--- src/rtl/mem_port_arbiter.sv ---
// Arbitrates one single-port memory between instruction fetch and data access.
// One access in flight; request-to-ack latency is MEM_LAT+2 cycles.
module mem_port_arbiter #(
    parameter int MEM_LAT    = 2,
    parameter int STARVE_MAX = 2
) (
    input  logic        clk,
    input  logic        reset,
    input  logic        if_req,
    input  logic [31:0] if_addr,
    output logic [31:0] if_rdata,
    output logic        if_ack,
    input  logic        dm_req,
    input  logic        dm_we,
    input  logic [31:0] dm_addr,
    input  logic [31:0] dm_wdata,
    output logic [31:0] dm_rdata,
    output logic        dm_ack,
    output logic        mem_en,
    output logic        mem_we,
    output logic [31:0] mem_addr,
    output logic [31:0] mem_wdata,
    input  logic [31:0] mem_rdata,
    output logic        stall
);

    localparam int SW = (STARVE_MAX < 1) ? 1 : $clog2(STARVE_MAX + 1);
    localparam logic [SW-1:0] STARVE_TOP = SW'(STARVE_MAX);

    typedef enum logic [1:0] {IDLE, ISSUE, WAIT, DONE} state_t;

    state_t        state, state_next;
    logic          owner_dm;
    logic          owner_we;
    logic [2:0]    lat_cnt;
    logic [SW-1:0] starve_cnt;
    logic          grant_dm, grant_if, capture;
    logic          if_cand, dm_cand, fetch_first;

    assign if_cand     = if_req & ~if_ack;
    assign dm_cand     = dm_req & ~dm_ack;
    assign fetch_first = if_cand & (starve_cnt == STARVE_TOP);
    assign stall       = (if_req & ~if_ack) | (dm_req & ~dm_ack);

    // State register
    always_ff @(posedge clk) begin
        if (reset) begin
            state <= IDLE;
        end else begin
            state <= state_next;
        end
    end

    // Next-state, grant and capture decisions
    always_comb begin
        state_next = state;
        grant_dm   = 1'b0;
        grant_if   = 1'b0;
        capture    = 1'b0;
        case (state)
            IDLE: begin
                if (dm_cand && !fetch_first) begin
                    grant_dm   = 1'b1;
                    state_next = ISSUE;
                end else if (if_cand) begin
                    grant_if   = 1'b1;
                    state_next = ISSUE;
                end else begin
                    state_next = IDLE;
                end
            end
            ISSUE: state_next = WAIT;
            WAIT: begin
                if (lat_cnt == 3'd0) begin
                    capture    = 1'b1;
                    state_next = DONE;
                end else begin
                    state_next = WAIT;
                end
            end
            DONE:    state_next = IDLE;
            default: state_next = IDLE;
        endcase
    end

    // Memory strobe, latched request and latency counter
    always_ff @(posedge clk) begin
        if (reset) begin
            mem_en    <= 1'b0;
            mem_we    <= 1'b0;
            mem_addr  <= 32'h0;
            mem_wdata <= 32'h0;
            owner_dm  <= 1'b0;
            owner_we  <= 1'b0;
            lat_cnt   <= 3'd0;
        end else begin
            mem_en <= grant_dm | grant_if;
            mem_we <= grant_dm & dm_we;
            if (grant_dm) begin
                mem_addr  <= dm_addr;
                mem_wdata <= dm_wdata;
                owner_dm  <= 1'b1;
                owner_we  <= dm_we;
            end else if (grant_if) begin
                mem_addr  <= if_addr;
                mem_wdata <= 32'h0;
                owner_dm  <= 1'b0;
                owner_we  <= 1'b0;
            end else begin
                mem_addr  <= mem_addr;
                mem_wdata <= mem_wdata;
            end
            // WAIT spans MEM_LAT cycles so the capture lines up with read data
            if (state == ISSUE) begin
                lat_cnt <= 3'(MEM_LAT - 1);
            end else if (state == WAIT && lat_cnt != 3'd0) begin
                lat_cnt <= lat_cnt - 3'd1;
            end else begin
                lat_cnt <= lat_cnt;
            end
        end
    end

    // Read-data capture, ack pulses and fetch starvation counter
    always_ff @(posedge clk) begin
        if (reset) begin
            if_rdata   <= 32'h0;
            dm_rdata   <= 32'h0;
            if_ack     <= 1'b0;
            dm_ack     <= 1'b0;
            starve_cnt <= '0;
        end else begin
            if_ack <= capture & ~owner_dm;
            dm_ack <= capture & owner_dm;
            if (capture && !owner_dm) begin
                if_rdata <= mem_rdata;
            end else if (capture && !owner_we) begin
                dm_rdata <= mem_rdata;
            end else begin
                if_rdata <= if_rdata;
                dm_rdata <= dm_rdata;
            end
            if (!if_req || grant_if) begin
                starve_cnt <= '0;
            end else if (grant_dm && starve_cnt != STARVE_TOP) begin
                starve_cnt <= starve_cnt + 1'b1;
            end else begin
                starve_cnt <= starve_cnt;
            end
        end
    end

endmodule

--- config.mk ---
export PLATFORM = sky130hd
export DESIGN_NAME = mem_port_arbiter
export DESIGN_NICKNAME = d
export VERILOG_FILES = /design/src/rtl/mem_port_arbiter.sv
export SDC_FILE = /design/constraint.sdc
export NUM_CORES = 1
export LEC_CHECK = 0
export CORE_AREA = 3 3 126 128
export CTS_CLUSTER_SIZE = 16
export DETAILED_ROUTE_END_ITERATION = 12
export DIE_AREA = 0 0 129 131
export PLACE_DENSITY = 0.76
export SYNTH_ARGS = -nofsm -noshare
export SYNTH_HDL_FRONTEND = slang
export SYNTH_SLANG_ARGS = --single-unit
--- constraint.sdc ---
create_clock -name clk -period 1.5 [get_ports clk]
set_input_delay 0.225 -clock clk [delete_from_list [all_inputs] [get_ports clk]]
set_output_delay 0.225 -clock clk [all_outputs]
set_load 0.02 [all_outputs]
## Yosys cells after proc, flatten, opt, wreduce, memory -nomap -nowiden

Index checks and enable logic that the tools add are counted.

| cells by class | value |
|---|---|
| add/sub/neg operators | 2 |
| equal/unequal tests | 5 |
| multiplexer cells | 20 |
| bitwise gates (word level) | 12 |
| reduce and logical (&&, ||, !) cells | 18 |

Operators by type and width:

| kind | number |
|---|---|
| $mux 32 | 4 |
| $mux 1 | 15 |
| $pmux 2 s4 | 1 |
| $and 1x1->1 | 6 |
| $eq 2x2->1 const B | 3 |
| $logic_and 1x1->1 | 5 |
| $logic_not 1->1 | 4 |
| $not 1->1 | 4 |
| $reduce_bool 2->1 | 2 |
| $reduce_or 2->1 | 2 |
| $logic_not 3->1 | 1 |
| $reduce_bool 3->1 | 1 |
| $sub 3x1->3 const B | 1 |
| $add 2x1->2 const B | 1 |
| $eq 2x1->1 const B | 1 |
| $logic_not 2->1 | 1 |
| $ne 2x2->1 const B | 1 |
| $or 1x1->1 | 2 |
| $reduce_and 2->1 | 1 |
| $logic_or 1x1->1 | 1 |

| storage, ports and cells | value |
|---|---|
| register bits after elaboration | 141 |
| input port bits | 133 |
| output and inout bits | 133 |
| word-level logic and storage cells | 71 |

## Longest topological paths before layout

| depth | value |
|---|---|
| word-level depth | 9 |
| mapped depth | 8 |
| mapped depth without buffers | 6 |

## Worst setup path before layout

Ideal clock, no wire load.

| timing | value |
|---|---|
| path type | register to register |
| start point | register if_ack |
| end point | register mem_addr[10] |
| setup time | 0.088 ns |
| arrival | 1.399 ns |
| required time | 1.412 ns |
| slack | 0.013 ns |
| cell stages (with the launch flop) | 6 |
| path buffers | 1 |
| clock period less this slack | 1.487 ns |
| path through | dfxtp_1 -> nand3b_1 -> and3_1 -> clkbuf_1 -> nor2_1 -> o32ai_2 |

| between the ends | value |
|---|---|
| longest elaborated chain between the ends | 8 |
| elaborated cells between the ends (all ways) | 12 |
| those cells by class | 6 x mux; 3 x bitwise; 3 x reduce/logical |

Ends and longest elaborated chain:

| item | RTL line | source |
|---|---|---|
| start: declaration | 12 | `output logic if_ack,` |
| start signal: assignment | 133 | `if_ack <= capture & ~owner_dm;` |
| $not 1->1 (*) | 40 | `assign if_cand = if_req & ~if_ack;` |
| $and 1x1->1 (*) | 40 |  |
| $and 1x1->1 | 42 | `assign fetch_first = if_cand & (starve_cnt == STARVE_TOP);` |
| $logic_not 1->1 | 62 | `if (dm_cand && !fetch_first) begin` |
| $logic_and 1x1->1 | 62 |  |
| $mux 1 | 62 |  |
| $mux 1 | 60 | `case (state)` |
| $mux 32 or $reduce_bool 2->1 (tied branches) | - |  |
| end signal: assignment | 100 | `mem_addr <= dm_addr;` |
| end signal: assignment | 105 | `mem_addr <= if_addr;` |
| end signal: assignment | 110 | `mem_addr <= mem_addr;` |
| end: declaration | 21 | `output logic [31:0] mem_addr,` |

Every way passes the cells marked *; elsewhere a longest branch is shown, timed or not.
A chain may end at the register's enable or synchronous reset.

## Final worst setup path

| timing | value |
|---|---|
| start point | register state[0] |
| end point | register dm_rdata[11] |

| between the ends | value |
|---|---|
| longest elaborated chain between the ends | 5 |
| elaborated cells between the ends (all ways) | 6 |
| those cells by class | 1 x eq/ne; 1 x mux; 1 x bitwise; 3 x reduce/logical |

Ends and longest elaborated chain:

| item | RTL line | source |
|---|---|---|
| start: declaration | 32 | `state_t state, state_next;` |
| start signal: assignment | 50 | `state <= state_next;` |
| $eq 2x2->1 (*) | 60 |  |
| $mux 1 (*) | 60 |  |
| $logic_and 1x1->1 | 135 | `if (capture && !owner_dm) begin` |
| $not 1->1 (no line) | - |  |
| $reduce_and 2->1 (no line) (*) | - |  |
| end signal: assignment | 138 | `dm_rdata <= mem_rdata;` |
| end signal: assignment | 141 | `dm_rdata <= dm_rdata;` |
| end: declaration | 17 | `output logic [31:0] dm_rdata,` |

Marked as above.

==> results.md <==
* First-pass GRT wire length at 29900 um
* CTS clk-pin slew, worst paths at 0.06 ns
* Yosys warnings at 0
* CP Max Fanout at 16
* Die X at 129 um
* Initial antenna violation count at 0
* Num CTS Buffers at 17
* WL per Instance at 18.9 um
* Clock buffer depth at 2
* Vias in the first global route at 5570
* Synth-to-Final Area Change at 90.4%
* Htree depth at 4
* Post-Syn Area at 0.00545 mm2
* Worst-case reg-to-reg path depth at 9
* CP Launch Type: flip-flop
* Final Cycle Share at 111%
* Buffers & Inverters on Critical Path at 4
* 1st-pass router iterations at 5
* Kind of critical path: reg2reg
* Diode count at 0
* Final setup viols at 128
* Die Footprint at 0.0169 mm2
* Status: finished with violations
* Largest family of logic cells by synthesized area: compound AO/OA/AOI/OAI gates
* Vias per cell at 5.14
* PwrDens at 1270 mW/mm2
* Hold Path Depth at 3
* CP max stage delay at 0.32 ns
* Drc violations at 0
* Switch share at 30.7%
* Post-synthesis net count at 772
* Unrepaired setup endpoints after global routing: yes
* Worst path arrival time at 1.95 ns
* Critical Path Sink Type: flip-flop
* Mapped Cells at 633
* Ports at 266
* HPWL Detailed at 11700 um
* Critical Path Slowest Stage Cell: dfxtp_2
* Leakage Power at 4.36 nW
* Post-synthesis mux area share at 0%
* Failing checks: negative setup slack
* Power Internal at 0.00912 W
* CTS tree: yes
* Hold Path Class: in2reg
* Core ar. at 0.0150 mm2
* Peak Freq at 601 MHz
* Synth Register Bits at 141
* Antenna-violating nets left at 0
* GR Util All Layers at 23.0%
* Hold_ws at 0.311 ns
* Minimum clock period after layout at 1.66 ns
* Slew @ Worst Pin at 0.476 ns
* # hold bufs at CTS at 0
* Seq/Total Area, Yosys at 51.8%
* Fill count at 1126
* Final wirelength at 21500 um
* Area leader, netlist: dfxtp_1
* Max_cap viols at 0
* Top post-synthesis cells by area: dfxtp_1, nand2_1, o32ai_2
* Vias after detailed routing at 5860
* Post-Synth XOR/XNOR Area at 0.161%
* Combinational fraction of design power at 32.2%
* Site row count at 45
* Clk pwr share at 34.4%
* Rel. slew slack at 68.2%
* Initial DRC Count at 196
* Post-synthesis average cell area at 8.61 um2
* Synth Area in Compound Gates at 20.7%
* Worst clock skew at 0.00934 ns
* Max-slew violations at 0
* Worst path depth at 9
* Simple logic cell fraction of the synthesized area at 20.7%
* Overflow after GRT at 0
* Layout cells sized above 1 at 29.7%
* RD Place Congestion at 0.789
* Unique masters post-synth at 34
* Die Ht at 131 um
* Total Power Consumption at 0.0132 W
* Initial Utilization at 36.4%
* Sequential cell fraction of total power at 33.4%
* Num Clock Sinks at 141
* Fin nets at 1078
* Sw power at 0.00404 W
* Port Buffer Count at 265
* Worst-Skew Late Latency at 0.41 ns
* Pin count of the biggest net entering global routing at 53
* Fin. Hold Viols at 0
* Worst path cell trace: inv_2, ha_4, buf_6, nand4b_1, buf_4, or2_4, buf_12, nand2_2, a21oi_1
* Area share of the largest cell type after synthesis at 51.8%
* Crit path max-delay family: buffers and inverters
* Setup ws final at -0.164 ns
* Root Driver: clkbuf_16
* Crit path required time at 1.79 ns
* Max VDD drop at 0.820 mV
* Post-Synth Adder-Cell Area at 1.38%
## Yosys cell counts
cell	n
nand3b_1	2
nor3b_1	1
o21a_1	1
dfxtp_1	141
o32ai_1	3
clkbuf_1	24
nor2b_1	1
nor2b_2	1
buf_6	4
nor2_1	105
xnor2_1	1
buf_4	2
inv_2	1
a21oi_1	69
ha_1	6
buf_2	18
and3_1	1
a21boi_1	1
nand3_1	1
o21ai_0	1
a22oi_1	32
buf_1	2
nand2_1	166
nor3_1	2
or2_1	3
o21ai_2	1
a2bb2oi_1	1
a2111oi_0	1
nand2b_1	1
o32ai_2	29
nand4b_1	1
or2_2	1
nor2b_4	1
inv_1	8
## final cells by class
type                            instances  area [um2]  area share [%]
Inverter                                9        33.8           0.326
Clock buffer                           19         453            4.37
Clock inverter                         12         183            1.76
Sequential cell                       141        2830            27.3
Multi-Input combinational cell        433        2980            28.8
Timing Repair Buffer                  337        3650            35.2
Tap cell                              188         235            2.27
## path summary, 6_finish.rpt
| kind | slack, ns | from | end |
|---|---|---|---|
| hold reg to reg | 0.45 | dm_rdata[24] | dm_rdata[24] |
| hold / removal | 0.31 | reset | mem_addr[9] |
| setup / recovery | -0.16 | state[0] | dm_rdata[11] |
| setup reg to reg | -0.16 | state[0] | dm_rdata[11] |
## metal layers
layer / part of all wire, % / vias up / GRT usage [%]
met2: 51 / 268 / 39.8
li1: - / 2754 / -
met1: 37 / 2797 / 25.5
met3: 8.4 / 41 / 8.13
met5: 0 / - / 0
met4: 2.6 / 0 / 10.1
## stage by stage
stage | setup WS [ns] | instances | instance area [um2] | setup TNS [ns] | utilization, %
6_report | -0.164 | 1139 | 10400 | -9.81 | 69.3
4_1_cts | -0.169 | 1134 | 9930 | -7.89 | 66.3
3_5_place_dp | -0.399 | 1063 | 8440 | -23.50 | 56.3
3_3_place_gp | -0.381 | 1063 | 8440 | -20.28 | 56.3
5_1_grt | -0.225 | 1139 | 10400 | -18.10 | 69.3
2_1_floorplan | 0.0128 | 633 | 5450 | 0 | -
## timing repair
action	in CTS	in global routing
resized for setup	231	112
endpoints found under the setup margin	235	138
cloned	17	5
pin swaps	37	73
setup buffers	23	6
## power groups by stage
stage          Combinational (W)  Clock [W]  Sequential (W)
4_1_cts                  0.00390    0.00459         0.00436
5_1_grt                  0.00448    0.00476         0.00444
6_report                 0.00424    0.00453         0.00440
2_1_floorplan            0.00126          0         0.00484
3_3_place_gp             0.00319          0         0.00441
3_5_place_dp             0.00321          0         0.00442
## cell usage in the layout (no fill, tap or decap), types with 3 or more instances in the layout
| master | Yosys | layout |
|---|---|---|
| a21oi_1 | 69 | 51 |
| clkinvlp_4 | 0 | 3 |
| o32ai_2 | 29 | 30 |
| nand2_1 | 166 | 118 |
| a21oi_2 | 0 | 18 |
| nor2_4 | 0 | 8 |
| buf_6 | 4 | 9 |
| clkdlybuf4s50_1 | 0 | 131 |
| dfxtp_2 | 0 | 5 |
| inv_1 | 8 | 3 |
| buf_4 | 2 | 30 |
| inv_2 | 1 | 6 |
| dlygate4sd2_1 | 0 | 131 |
| nand2_4 | 0 | 14 |
| ha_4 | 0 | 4 |
| buf_12 | 0 | 12 |
| nor2_1 | 105 | 84 |
| nor2_2 | 0 | 13 |
| or2_4 | 0 | 4 |
| bufinv_16 | 0 | 4 |
| a22oi_2 | 0 | 32 |
| clkbuf_16 | 0 | 22 |
| nand2_2 | 0 | 33 |
| dfxtp_1 | 141 | 135 |
| inv_6 | 0 | 3 |
| buf_16 | 0 | 15 |
## state kept, by name, summed over array words and instances, names as in the netlist
signal,flops
dm_rdata,32
if_rdata,32
mem_addr,32
mem_wdata,32
lat_cnt,3
starve_cnt,2
state,2
dm_ack,1
if_ack,1
mem_en,1
mem_we,1
owner_dm,1
owner_we,1
## cells by family after synthesis
kind of cell / Yosys count
flops: 141
xor+xnor: 1
buf+inv: 59
fa+ha+maj: 6
simple gates: 287
compound gates: 139
## worst min-delay path, cell delays in order
cell,delay [ns]
buf_4,0.12
buf_4,0.22
o32ai_2,0.11
Note: power is estimated with default switching activity, not from simulation.
